### config.mk
export PLATFORM = sky130hd
export DESIGN_NAME = cnt200_dn
export DESIGN_NICKNAME = d
export VERILOG_FILES = /design/src/rtl/cnt200_dn.sv
export SDC_FILE = /design/constraint.sdc
export NUM_CORES = 1
export LEC_CHECK = 0
export CELL_PAD_IN_SITES_DETAIL_PLACEMENT = 1
export CELL_PAD_IN_SITES_GLOBAL_PLACEMENT = 1
export CORE_UTILIZATION = 31
export DETAILED_ROUTE_END_ITERATION = 16
export PLACE_DENSITY_LB_ADDON = 0.2
export SKIP_LAST_GASP = 1
export SLEW_MARGIN = 30
export SYNTH_ARGS = -nofsm -noshare
export SYNTH_HDL_FRONTEND = slang
export SYNTH_SLANG_ARGS = --single-unit
### constraint.sdc
create_clock -name Clk -period 4.4 [get_ports Clk]
set_clock_uncertainty 0.05 [all_clocks]
set_input_delay 0.88 -clock Clk [delete_from_list [all_inputs] [get_ports Clk]]
set_output_delay 0.88 -clock Clk [all_outputs]
set_load 0.02 [all_outputs]
### src/rtl/cnt200_dn.sv
// ---------------------------------------------------------------------------
// cnt200_dn -- loadable modulo-MODULUS down counter / timer
//
// A binary preset is captured on Load, clamped into 0..MODULUS-1, and then
// decremented once per enabled clock. When a count of zero is consumed with
// CE high, a registered one-cycle borrow pulse B is produced. After that,
// the counter either stops (one-shot) or reloads the last preset (periodic).
//
// Build option:
//   CNT200_DN_AUTOLOAD_EN  defined   -> periodic reload on terminal count
//                          undefined -> one-shot, returns to IDLE at count 0
//
// Parameters:
//   MODULUS  count range 0..MODULUS-1, legal 2..256 (default 200)
//
// Ports:
//   Clk   in   clock, rising edge
//   MR    in   synchronous active-low reset
//   Load  in   strobe: capture D (clamped) and enter RUN
//   D     in   [7:0] binary preset
//   CE    in   count enable
//   QH    out  [3:0] count[7:4]
//   QL    out  [3:0] count[3:0]
//   B     out  registered borrow pulse
//   Busy  out  high while in RUN
// ---------------------------------------------------------------------------
module cnt200_dn #(
    parameter int MODULUS = 200
) (
    input  logic       Clk,
    input  logic       MR,
    input  logic       Load,
    input  logic [7:0] D,
    input  logic       CE,
    output logic [3:0] QH,
    output logic [3:0] QL,
    output logic       B,
    output logic       Busy
);

    // 9-bit compare value so that MODULUS=256 is representable.
    localparam logic [8:0] LP_MOD = 9'(MODULUS);
    localparam logic [7:0] LP_MAX = 8'(MODULUS - 1);

    typedef enum logic {
        ST_IDLE = 1'b0,
        ST_RUN  = 1'b1
    } state_t;

    state_t     r_state;
    state_t     w_state_next;
    logic [7:0] r_count;
    logic [7:0] w_count_next;
    logic       r_b;
    logic       w_b_next;
    logic [7:0] w_preset;
    logic       w_terminal;

`ifdef CNT200_DN_AUTOLOAD_EN
    logic [7:0] r_reload;
    logic [7:0] w_reload_next;
`endif

    // Out-of-range presets saturate to the top of the count range.
    assign w_preset   = ({1'b0, D} < LP_MOD) ? D : LP_MAX;
    assign w_terminal = (r_state == ST_RUN) && CE && (r_count == 8'd0);

    // -----------------------------------------------------------------------
    // State / datapath registers
    // -----------------------------------------------------------------------
    always_ff @(posedge Clk) begin
        if (!MR) begin
            r_state  <= ST_IDLE;
            r_count  <= 8'd0;
            r_b      <= 1'b0;
`ifdef CNT200_DN_AUTOLOAD_EN
            r_reload <= 8'd0;
`endif
        end else begin
            r_state  <= w_state_next;
            r_count  <= w_count_next;
            r_b      <= w_b_next;
`ifdef CNT200_DN_AUTOLOAD_EN
            r_reload <= w_reload_next;
`endif
        end
    end

    // -----------------------------------------------------------------------
    // Next-state logic. Load overrides everything (including a terminal
    // cycle), so a Load coinciding with count 0 suppresses the borrow.
    // -----------------------------------------------------------------------
    always_comb begin
        w_state_next  = r_state;
        w_count_next  = r_count;
        w_b_next      = 1'b0;
`ifdef CNT200_DN_AUTOLOAD_EN
        w_reload_next = r_reload;
`endif

        if (Load) begin
            w_state_next  = ST_RUN;
            w_count_next  = w_preset;
`ifdef CNT200_DN_AUTOLOAD_EN
            w_reload_next = w_preset;
`endif
        end else if (w_terminal) begin
            w_b_next = 1'b1;
`ifdef CNT200_DN_AUTOLOAD_EN
            // Periodic mode: restart from the stored preset, stay running.
            w_count_next = r_reload;
            w_state_next = ST_RUN;
`else
            // One-shot mode: park at zero until the next Load.
            w_count_next = 8'd0;
            w_state_next = ST_IDLE;
`endif
        end else if ((r_state == ST_RUN) && CE) begin
            w_count_next = r_count - 8'd1;
        end
    end

    // All outputs come straight from registers.
    assign QH   = r_count[7:4];
    assign QL   = r_count[3:0];
    assign B    = r_b;
    assign Busy = (r_state == ST_RUN);

endmodule

==> metrics, run 1 <==
biggest fanout along the worst timing path 5; most frequent standard cell in the layout excluding fill and tap cells sky130_fd_sc_hd__clkdlybuf4s50_1; Die Footprint about 2000 µm²; total inserted antenna cells 0; pin count of the biggest net entering global routing 10; ratio of cells with drive above 1 in the final layout about 6.6%; IR Drop Worst-Case VDD 0.000148 V; count of pins over their slew limit 0; final weighted congestion in routability-driven placement between 0.7 and 0.8; worst reg-to-reg path cell count 4; length of the first detailed-routing pass in iterations 4; io pins 22; period utilization roughly 57%; Tot Pwr between 0.2 and 0.3 mW; number of standard-cell rows in the floorplan 15; Slew HR a little under half; Max Cap Violations 0; worst reg2reg startpoint r_count[3]; Routed Wire Length between 1500 and 2000 µm; result of the run finished clean; wire length per cell roughly 14 µm; Antenna Violating Nets Remaining 0; hold worst-path end r_count[7]; CTS Hold Buffers Added 0; number of antenna violations at the first check in global routing 0; final HPWL from detailed placement between 1000 and 1500 µm; Chip Height roughly 45 µm; H-tree depth 1; top library cells by usage in the layout, fill and taps aside sky130_fd_sc_hd__clkdlybuf4s50_1, sky130_fd_sc_hd__dfxtp_1, sky130_fd_sc_hd__nand2_1, sky130_fd_sc_hd__o21ai_0, sky130_fd_sc_hd__nor2_1; global-route wire length before repair 2740 µm; Max clock buf depth 2; Setup TNS Final 0 ns; power density of the placed cells 320 nW/µm²; Post-Syn Nets 81; Hold Crit Depth 2; cell accounting for the most synthesized area sky130_fd_sc_hd__dfxtp_1; area share of the leading cell type in the synthesized netlist about 36%; critical path arrival about 2.6 ns; number of synthesized register bits 10; combined area of all synthesized cells roughly 560 µm²; PostCTS Resize Cnt 0; global route overflow 0; standby leakage power between 0.3 and 0.4 nW; number of remaining DRC errors 0; Period minus WS final 2.51 ns; Reg2Reg Setup Slack 2.36 ns; vias in the first global route ~590; destination of the worst register-to-register timing path r_count[1]; Area contributors post-synth sky130_fd_sc_hd__dfxtp_1, sky130_fd_sc_hd__o21ai_0, sky130_fd_sc_hd__ha_1; required arrival time at the worst endpoint between 4 and 5 ns; final hold violation count 0; start-to-end type of the worst setup path in2reg; total track usage 19.4%; origin of the worst min-delay path r_count[7]; Hold Path Class reg2reg; type of element launching the critical path primary input; effective utilization at floorplan between 30% and 40%; initial drt markers 5; Setup Fix Bufs, Post-CTS 0; RSZ-0062 raised after global routing false; Via density around 5.2; number of buffers added by the clock tree synthesis step 3; total of fill cells in the finished design about 200; sequential share of the synthesized area a little over a third; # nets final 106; area delta synth->final 48.7%; final setup violating endpoints 0; floorplan die width ~45 µm; worst-skew pair later-pin latency approximately 0.27 ns; clock root buffer sky130_fd_sc_hd__clkbuf_4; element type at the critical path end flop; area occupied by registers about 200 µm²; via count 600; Std-Cell Core Area roughly 1700 µm²; area used by multi-input combinational logic approximately 340 µm²; timing-limited maximum frequency roughly 0.4 GHz; warnings from Yosys 0; clock tree from TritonCTS built; slew at the pin closest to its max-slew limit between 0.8 and 0.9 ns; per-instance average area after synthesis about 8.4 µm²; clock transition time at the flip-flop clock pins of the worst setup and hold paths 0.07 ns; distinct cell type count after synthesis 31; number of buffers added on ports 21; number of sinks on the clock net 10; gate count of the mapped netlist between 60 and 70
Yosys cell counts, drive strengths merged:
| master | n |
|---|---|
| o221a | 1 |
| nor4 | 2 |
| and3 | 1 |
| and2 | 1 |
| ha | 2 |
| or2 | 1 |
| nand2b | 3 |
| clkbuf | 1 |
| nor3 | 1 |
| a211oi | 1 |
| or4 | 1 |
| and4b | 1 |
| nor2 | 5 |
| inv | 4 |
| a221oi | 1 |
| a21oi | 3 |
| xnor2 | 2 |
| o311ai | 1 |
| o21ai | 6 |
| or3 | 2 |
| mux2i | 1 |
| o221ai | 2 |
| nand3b | 1 |
| a31oi | 1 |
| o31ai | 2 |
| a32oi | 2 |
| dfxtp | 10 |
| o41ai | 1 |
| nand2 | 6 |
| nor2b | 1 |
cell families after synthesis:
group,after synthesis,share of synthesized area (%)
adders and majority gates,2,4.44
AOI/OAI and AO/OA,21,26.0
xor gates and xnor gates,2,3.11
muxes,1,1.78
and+or+nand+nor,26,25.8
buffers and inverters,5,3.33
DFF,10,35.6
area by class of cell:
class                   count  area share [%]
inverters                   4            1.79
clock buffers               4            4.33
repair buffers             21            25.1
multi-input cells          52            41.1
flip-flops and latches     10            23.9
well taps                  25            3.74
state kept, by name, indices dropped and copies added (netlist names):
register  count
r_count       8
Busy          1
B             1
worst max-delay path by stage:
stage | start | end | cells after the start
CTS | CE | r_count[1] | 5
global route | CE | r_count[1] | 5
floorplan | CE | r_count[1] | 4
detailed placement | CE | r_count[1] | 5
global placement | CE | r_count[1] | 5
finish | CE | r_count[1] | 5
worst max-delay path, cell delays in order:
cell                              delay, ns
sky130_fd_sc_hd__clkdlybuf4s50_1       0.54
sky130_fd_sc_hd__nand3b_1              0.13
sky130_fd_sc_hd__nor4_1                0.69
sky130_fd_sc_hd__a211oi_1              0.11
sky130_fd_sc_hd__o221a_2               0.28
layer usage:
metal  vias to the layer above  track usage, %  wire (µm)
li1                        300               -          -
met1                       279            24.3        782
met2                        17            32.1        789
met3                         4            3.67         61
met4                         0            9.09         24
met5                         -               0          0
metrics by stage:
stage / setup WS [ns] / cell area [µm²] / cells / hold slack, ns / utilization, %
4_1_cts: 1.93 / 837 / 116 / 0.473 / 49.0
3_3_place_gp: 1.70 / 801 / 112 / 0.450 / 46.9
3_5_place_dp: 1.65 / 801 / 112 / 0.464 / 46.9
6_report: 1.89 / 837 / 116 / 0.461 / 49.0
5_1_grt: 1.80 / 837 / 116 / 0.515 / 49.0
2_1_floorplan: 2.43 / 563 / 67 / 0.519 / -
power by group:
group	total, mW	switching, mW	internal (mW)
Clock	0.0861	0.0358	0.0503
Sequential	0.106	0.00847	0.0977
Combinational	0.0757	0.0375	0.0383
Note: power is estimated with default switching activity, not from simulation.
==> run 2, diff against run 1 <==
--- a/config.mk
+++ b/config.mk
@@ -7,7 +7,7 @@
 export LEC_CHECK = 0
 export CELL_PAD_IN_SITES_DETAIL_PLACEMENT = 1
 export CELL_PAD_IN_SITES_GLOBAL_PLACEMENT = 1
-export CORE_UTILIZATION = 31
+export CORE_UTILIZATION = 29
 export DETAILED_ROUTE_END_ITERATION = 16
 export PLACE_DENSITY_LB_ADDON = 0.2
 export SKIP_LAST_GASP = 1
==> constraint.sdc (replaced) <==
create_clock -name Clk -period 2.5 [get_ports Clk]
set_clock_uncertainty 0.05 [all_clocks]
set_input_delay 0.5 -clock Clk [delete_from_list [all_inputs] [get_ports Clk]]
set_output_delay 0.5 -clock Clk [all_outputs]
set_load 0.02 [all_outputs]
==> metrics, run 2 (synthesis results as in run 1) <==
total track usage 21.0% (was 19.4%); origin of the worst min-delay path r_count[7] (unchanged); IR Drop Worst-Case VDD 0.000223 V (was 0.000148 V); number of antenna violations at the first check in global routing 0 (unchanged); pin count of the biggest net entering global routing 10 (unchanged); worst reg-to-reg path cell count 4 (unchanged); Largest Register r_count (unchanged); Max clock buf depth 2 (unchanged); Routed Wire Length 1840 µm (was 1660 µm); Max Cap Violations 0 (unchanged); number of buffers added by the clock tree synthesis step 3 (unchanged); global route overflow 0 (unchanged); total of fill cells in the finished design 234 (was 199); required arrival time at the worst endpoint 1.95 ns (was 4.52 ns); length of the first detailed-routing pass in iterations 4 (unchanged); result of the run finished clean (unchanged); PostCTS Resize Cnt 0 (unchanged); slowest stage cell on the critical path sky130_fd_sc_hd__clkdlybuf4s50_1 (was sky130_fd_sc_hd__nor4_1); period utilization 76.3%; worst-path cell chain clkdlybuf4s50_1 (was clkdlybuf4s50_1 > nand3b_1 > nor4_1 > a211oi_1 > o221a_2); Reg2Reg Setup Slack 0.68 ns (was 2.36 ns); io pins 22 (unchanged); number of buffers added on ports 21 (unchanged); H-tree depth 1 (unchanged); Period minus WS final ~1.9 ns; area used by multi-input combinational logic 344 µm² (unchanged); area occupied by registers 200 µm² (unchanged); clock root buffer sky130_fd_sc_hd__clkbuf_4 (unchanged); number of remaining DRC errors 0 (unchanged); RSZ-0062 raised after global routing false (unchanged); total inserted antenna cells 0 (unchanged); clock tree from TritonCTS built (unchanged); longest individual stage delay on the worst path 0.64 ns (was 0.69 ns); critical path arrival 1.36 ns (was 2.63 ns); final weighted congestion in routability-driven placement 0.807 (was 0.747); cell area after layout 831 µm² (was 837 µm²); CTS Hold Buffers Added 0 (unchanged); power density of the placed cells 535 nW/µm² (was 320 nW/µm²); ratio of cells with drive above 1 in the final layout 6.59% (unchanged); hold worst-path end r_count[7] (unchanged); total cell area at the placement stage 808 µm² (was 801 µm²); slew at the pin closest to its max-slew limit 0.398 ns (was 0.802 ns); top library cells by usage in the layout, fill and taps aside sky130_fd_sc_hd__clkdlybuf4s50_1, sky130_fd_sc_hd__dfxtp_1, sky130_fd_sc_hd__nand2_1, sky130_fd_sc_hd__o21ai_0, sky130_fd_sc_hd__nor2_1 (unchanged); element type at the critical path end primary output (was flop); Antenna Violating Nets Remaining 0 (unchanged); timing-limited maximum frequency approximately 0.52 GHz; Std-Cell Core Area 1760 µm² (was 1710 µm²); # nets final 107 (was 106); worst reg2reg startpoint r_count[3] (unchanged); start-to-end type of the worst setup path reg2out (was in2reg); final HPWL from detailed placement 1370 µm (was 1330 µm); area delta synth->final 47.6% (was 48.7%); type of element launching the critical path flop (was primary input); wire length per cell 15.9 µm (was 14.3 µm); number of flip-flops in the largest register 8 (unchanged); clock transition time at the flip-flop clock pins of the worst setup and hold paths 0.07 ns (about the same); Setup TNS Final 0 ns (unchanged); Setup Fix Bufs, Post-CTS 0 (unchanged); via count 621 (was 600); core occupancy in the finished layout 47.1% (was 49.0%); count of pins over their slew limit 0 (unchanged); standby leakage power 0.304 nW (was 0.306 nW); floorplan die width 46.1 µm (was 44.6 µm); global-route wire length before repair 2990 µm (was 2740 µm); top cell family by delay on the critical path buffers and inverters (was simple AND/OR/NAND/NOR gates); Via density 5.35 (was 5.17); worst-skew pair later-pin latency 0.28 ns (was 0.27 ns); final setup violating endpoints 0 (unchanged); Chip Height 46.1 µm (was 44.6 µm); vias in the first global route 616 (was 594); Hold Crit Depth 2 (unchanged); effective utilization at floorplan 31.9% (was 33.0%); final hold violation count 0 (unchanged); Bufs and invs on worst path 1 (unchanged); most frequent standard cell in the layout excluding fill and tap cells sky130_fd_sc_hd__clkdlybuf4s50_1 (unchanged); initial drt markers 12 (was 5); number of sinks on the clock net 10 (unchanged); destination of the worst register-to-register timing path r_count[7] (was r_count[1]); Hold Path Class reg2reg (unchanged); Slew HR 73.2% (was 46.0%); Die Footprint 2120 µm² (was 1990 µm²); number of standard-cell rows in the floorplan 15 (unchanged); biggest fanout along the worst timing path 6 (was 5)
run 2: how the worst max path moves through the flow:
stage,slack [ns],cells after the start,endpoint,from
after global routing,0.51,1,Busy,Busy
after CTS,0.59,1,QL[3],r_count[3]
final,0.59,1,QL[3],r_count[3]
after global placement,0.37,5,r_count[7],CE
after floorplan,0.65,4,r_count[1],r_count[3]
after detailed placement,0.33,5,r_count[7],CE
run 2: area by class of cell:
type                       instances  area share (%)
timing repair buffer              22            26.2
sequential                        10            24.1
clock buffer                       3            2.71
tap                               25            3.77
inverter                           4            1.81
multi-input combinational         52            41.4
run 2: metal layers:
layer | global-route usage [%] | vias up | share of wire, %
met5 | 0 | - | 0
met4 | 12.9 | 0 | 3.4
met3 | 3.92 | 7 | 3.9
met2 | 30.4 | 19 | 45
met1 | 28.3 | 290 | 47
li1 | - | 305 | -
run 2: where the power goes:
group | internal, mW | switching [mW] | total [mW]
clock | 0.0559 | 0.0654 | 0.121
combinational | 0.0678 | 0.0681 | 0.136
sequential | 0.172 | 0.0152 | 0.187
total | 0.296 | 0.149 | 0.444
run 2: metrics by stage:
step                power, mW  setup slack (ns)  std cells  hold WS [ns]
floorplan               0.261             0.653         67         0.519
global placement        0.323             0.373        113         0.460
detailed placement      0.325             0.328        113         0.477
CTS                     0.447             0.595        116         0.488
global route            0.468             0.509        116         0.535
finish                  0.444             0.592        116         0.487
==> run 3, diff against run 2 <==
==> constraint.sdc (replaced) <==
create_clock -name Clk -period 1.94 [get_ports Clk]
set_clock_uncertainty 0.05 [all_clocks]
set_input_delay 0.388 -clock Clk [delete_from_list [all_inputs] [get_ports Clk]]
set_output_delay 0.388 -clock Clk [all_outputs]
set_load 0.02 [all_outputs]
==> metrics, run 3 (synthesis results as in run 1) <==
final setup violating endpoints 0 (unchanged); final hold violation count 0 (unchanged); IR Drop Worst-Case VDD 0.000308 V (was 0.000223 V); biggest fanout along the worst timing path 6 (unchanged); H-tree depth 1 (unchanged); result of the run finished clean (unchanged); number of antenna violations at the first check in global routing 0 (unchanged); critical path depth 1 (unchanged); period utilization 93.5%; standby leakage power 0.323 nW (was 0.304 nW); Slew HR 75.1% (was 73.2%); Max clock buf depth 2 (unchanged); worst reg-to-reg path cell count 4 (unchanged); final HPWL from detailed placement 1550 µm (was 1370 µm); clock tree from TritonCTS built (unchanged); Via density 5.33 (was 5.35); Reg2Reg Setup Slack 0.13 ns (was 0.68 ns); total inserted antenna cells 0 (unchanged); number of placed instances, taps included 117 (was 113); count of pins over their slew limit 0 (unchanged); start-to-end type of the worst setup path reg2out (unchanged); most frequent standard cell in the layout excluding fill and tap cells sky130_fd_sc_hd__clkdlybuf4s50_1 (unchanged); number of standard-cell rows in the floorplan 15 (unchanged); effective utilization at floorplan 31.9% (unchanged); length of the first detailed-routing pass in iterations 4 (unchanged); ratio of cells with drive above 1 in the final layout 10.5% (was 6.59%); area occupied by registers 200 µm² (unchanged); total track usage 22.0% (was 21.0%); number of remaining DRC errors 0 (unchanged); RSZ-0062 raised after global routing false (unchanged); clock transition time at the flip-flop clock pins of the worst setup and hold paths 0.07 ns (about the same); Layout Cells excl Fill 120 (was 116); Die Footprint 2120 µm² (unchanged); final weighted congestion in routability-driven placement 0.795 (was 0.807); top cell family by delay on the critical path buffers and inverters (unchanged); top library cells by usage in the layout, fill and taps aside sky130_fd_sc_hd__clkdlybuf4s50_1, sky130_fd_sc_hd__dfxtp_1, sky130_fd_sc_hd__nand2_1, sky130_fd_sc_hd__o21ai_0 (was sky130_fd_sc_hd__clkdlybuf4s50_1, sky130_fd_sc_hd__dfxtp_1, sky130_fd_sc_hd__nand2_1, sky130_fd_sc_hd__o21ai_0, sky130_fd_sc_hd__nor2_1); Largest Register r_count (unchanged); longest individual stage delay on the worst path 0.66 ns (was 0.64 ns); worst reg2reg startpoint r_count[3] (unchanged); global-route wire length before repair 3170 µm (was 2990 µm); Hold Path Class reg2reg (unchanged); PostCTS Resize Cnt 0 (unchanged); worst-skew pair later-pin latency 0.27 ns (was 0.28 ns); number of buffers added on ports 21 (unchanged); area used by multi-input combinational logic 344 µm² (unchanged); area delta synth->final 52.9% (was 47.6%); # nets final 111 (was 107); pin count of the biggest net entering global routing 10 (unchanged); Max Cap Violations 0 (unchanged); Bufs and invs on worst path 1 (unchanged); vias in the first global route 665 (was 616); slew at the pin closest to its max-slew limit 0.369 ns (was 0.398 ns); Routed Wire Length 1940 µm (was 1840 µm); number of flip-flops in the largest register 8 (unchanged); element type at the critical path end primary output (unchanged); via count 640 (was 621); floorplan die width 46.1 µm (unchanged); CTS Hold Buffers Added 0 (unchanged); io pins 22 (unchanged); destination of the worst register-to-register timing path r_count[7] (unchanged); Chip Height 46.1 µm (unchanged); total of fill cells in the finished design 224 (was 234); worst-path cell chain clkdlybuf4s50_1 (unchanged); number of buffers added by the clock tree synthesis step 3 (unchanged); required arrival time at the worst endpoint 1.50 ns (was 1.95 ns); type of element launching the critical path flop (unchanged); wire length per cell 16.1 µm (was 15.9 µm); timing-limited maximum frequency approximately 0.55 GHz; Worst setup startpoint Busy (was r_count[3]); Period minus WS final around 1.8 ns; initial drt markers 7 (was 12); Antenna Violating Nets Remaining 0 (unchanged); slowest stage cell on the critical path sky130_fd_sc_hd__clkdlybuf4s50_1 (unchanged); end point of the critical path Busy (was QL[3]); power density of the placed cells 664 nW/µm² (was 535 nW/µm²); global route overflow 0 (unchanged); Setup TNS Final 0 ns (unchanged); number of sinks on the clock net 10 (unchanged); critical path arrival 1.38 ns (was 1.36 ns); clock root buffer sky130_fd_sc_hd__clkbuf_4 (unchanged); Setup Fix Bufs, Post-CTS 0 (unchanged); Std-Cell Core Area 1760 µm² (unchanged)
-- run 3: worst min path at each step --
stage / depth (start not counted) / slack [ns] / end / startpoint
3_3_place_gp: 2 / 0.47 / r_count[7] / r_count[7]
6_report: 1 / 0.51 / B / r_count[2]
4_1_cts: 1 / 0.50 / B / r_count[2]
3_5_place_dp: 1 / 0.49 / B / r_count[2]
5_1_grt: 2 / 0.54 / r_count[7] / r_count[7]
2_1_floorplan: 2 / 0.45 / r_count[3] / D[3]
-- run 3: metal layers --
metal | track usage (%) | up-vias | part of all wire [%]
li1 | - | 312 | -
met1 | 30.6 | 310 | 49
met2 | 32.7 | 14 | 46
met3 | 2.35 | 4 | 2.6
met4 | 12.4 | 0 | 1.6
met5 | 0 | - | 0
-- run 3: final cells by class --
cell class | instances | area share [%]
timing repair buffer | 26 | 28.8
tap | 25 | 3.63
inverter | 4 | 1.74
multi-input combinational | 52 | 40.0
clock buffer | 3 | 2.62
sequential | 10 | 23.3
-- run 3: through the flow --
step	setup slack, ns	util, %	hold slack (ns)	total power, mW	cell area [µm²]
global placement	-0.0175	47.5	0.469	0.423	838
detailed placement	-0.0426	47.5	0.486	0.428	838
CTS	0.121	48.8	0.502	0.578	861
finish	0.126	48.8	0.506	0.571	861
floorplan	0.0932	-	0.446	0.336	563
global route	0.0850	48.8	0.536	0.604	861
-- run 3: where the power goes --
part / leakage, nW / switching (mW) / internal (mW)
Combinational: 0.227 / 0.0900 / 0.0924
Sequential: 0.0829 / 0.0201 / 0.222
Clock: 0.0138 / 0.0751 / 0.0718
Total: 0.323 / 0.185 / 0.386
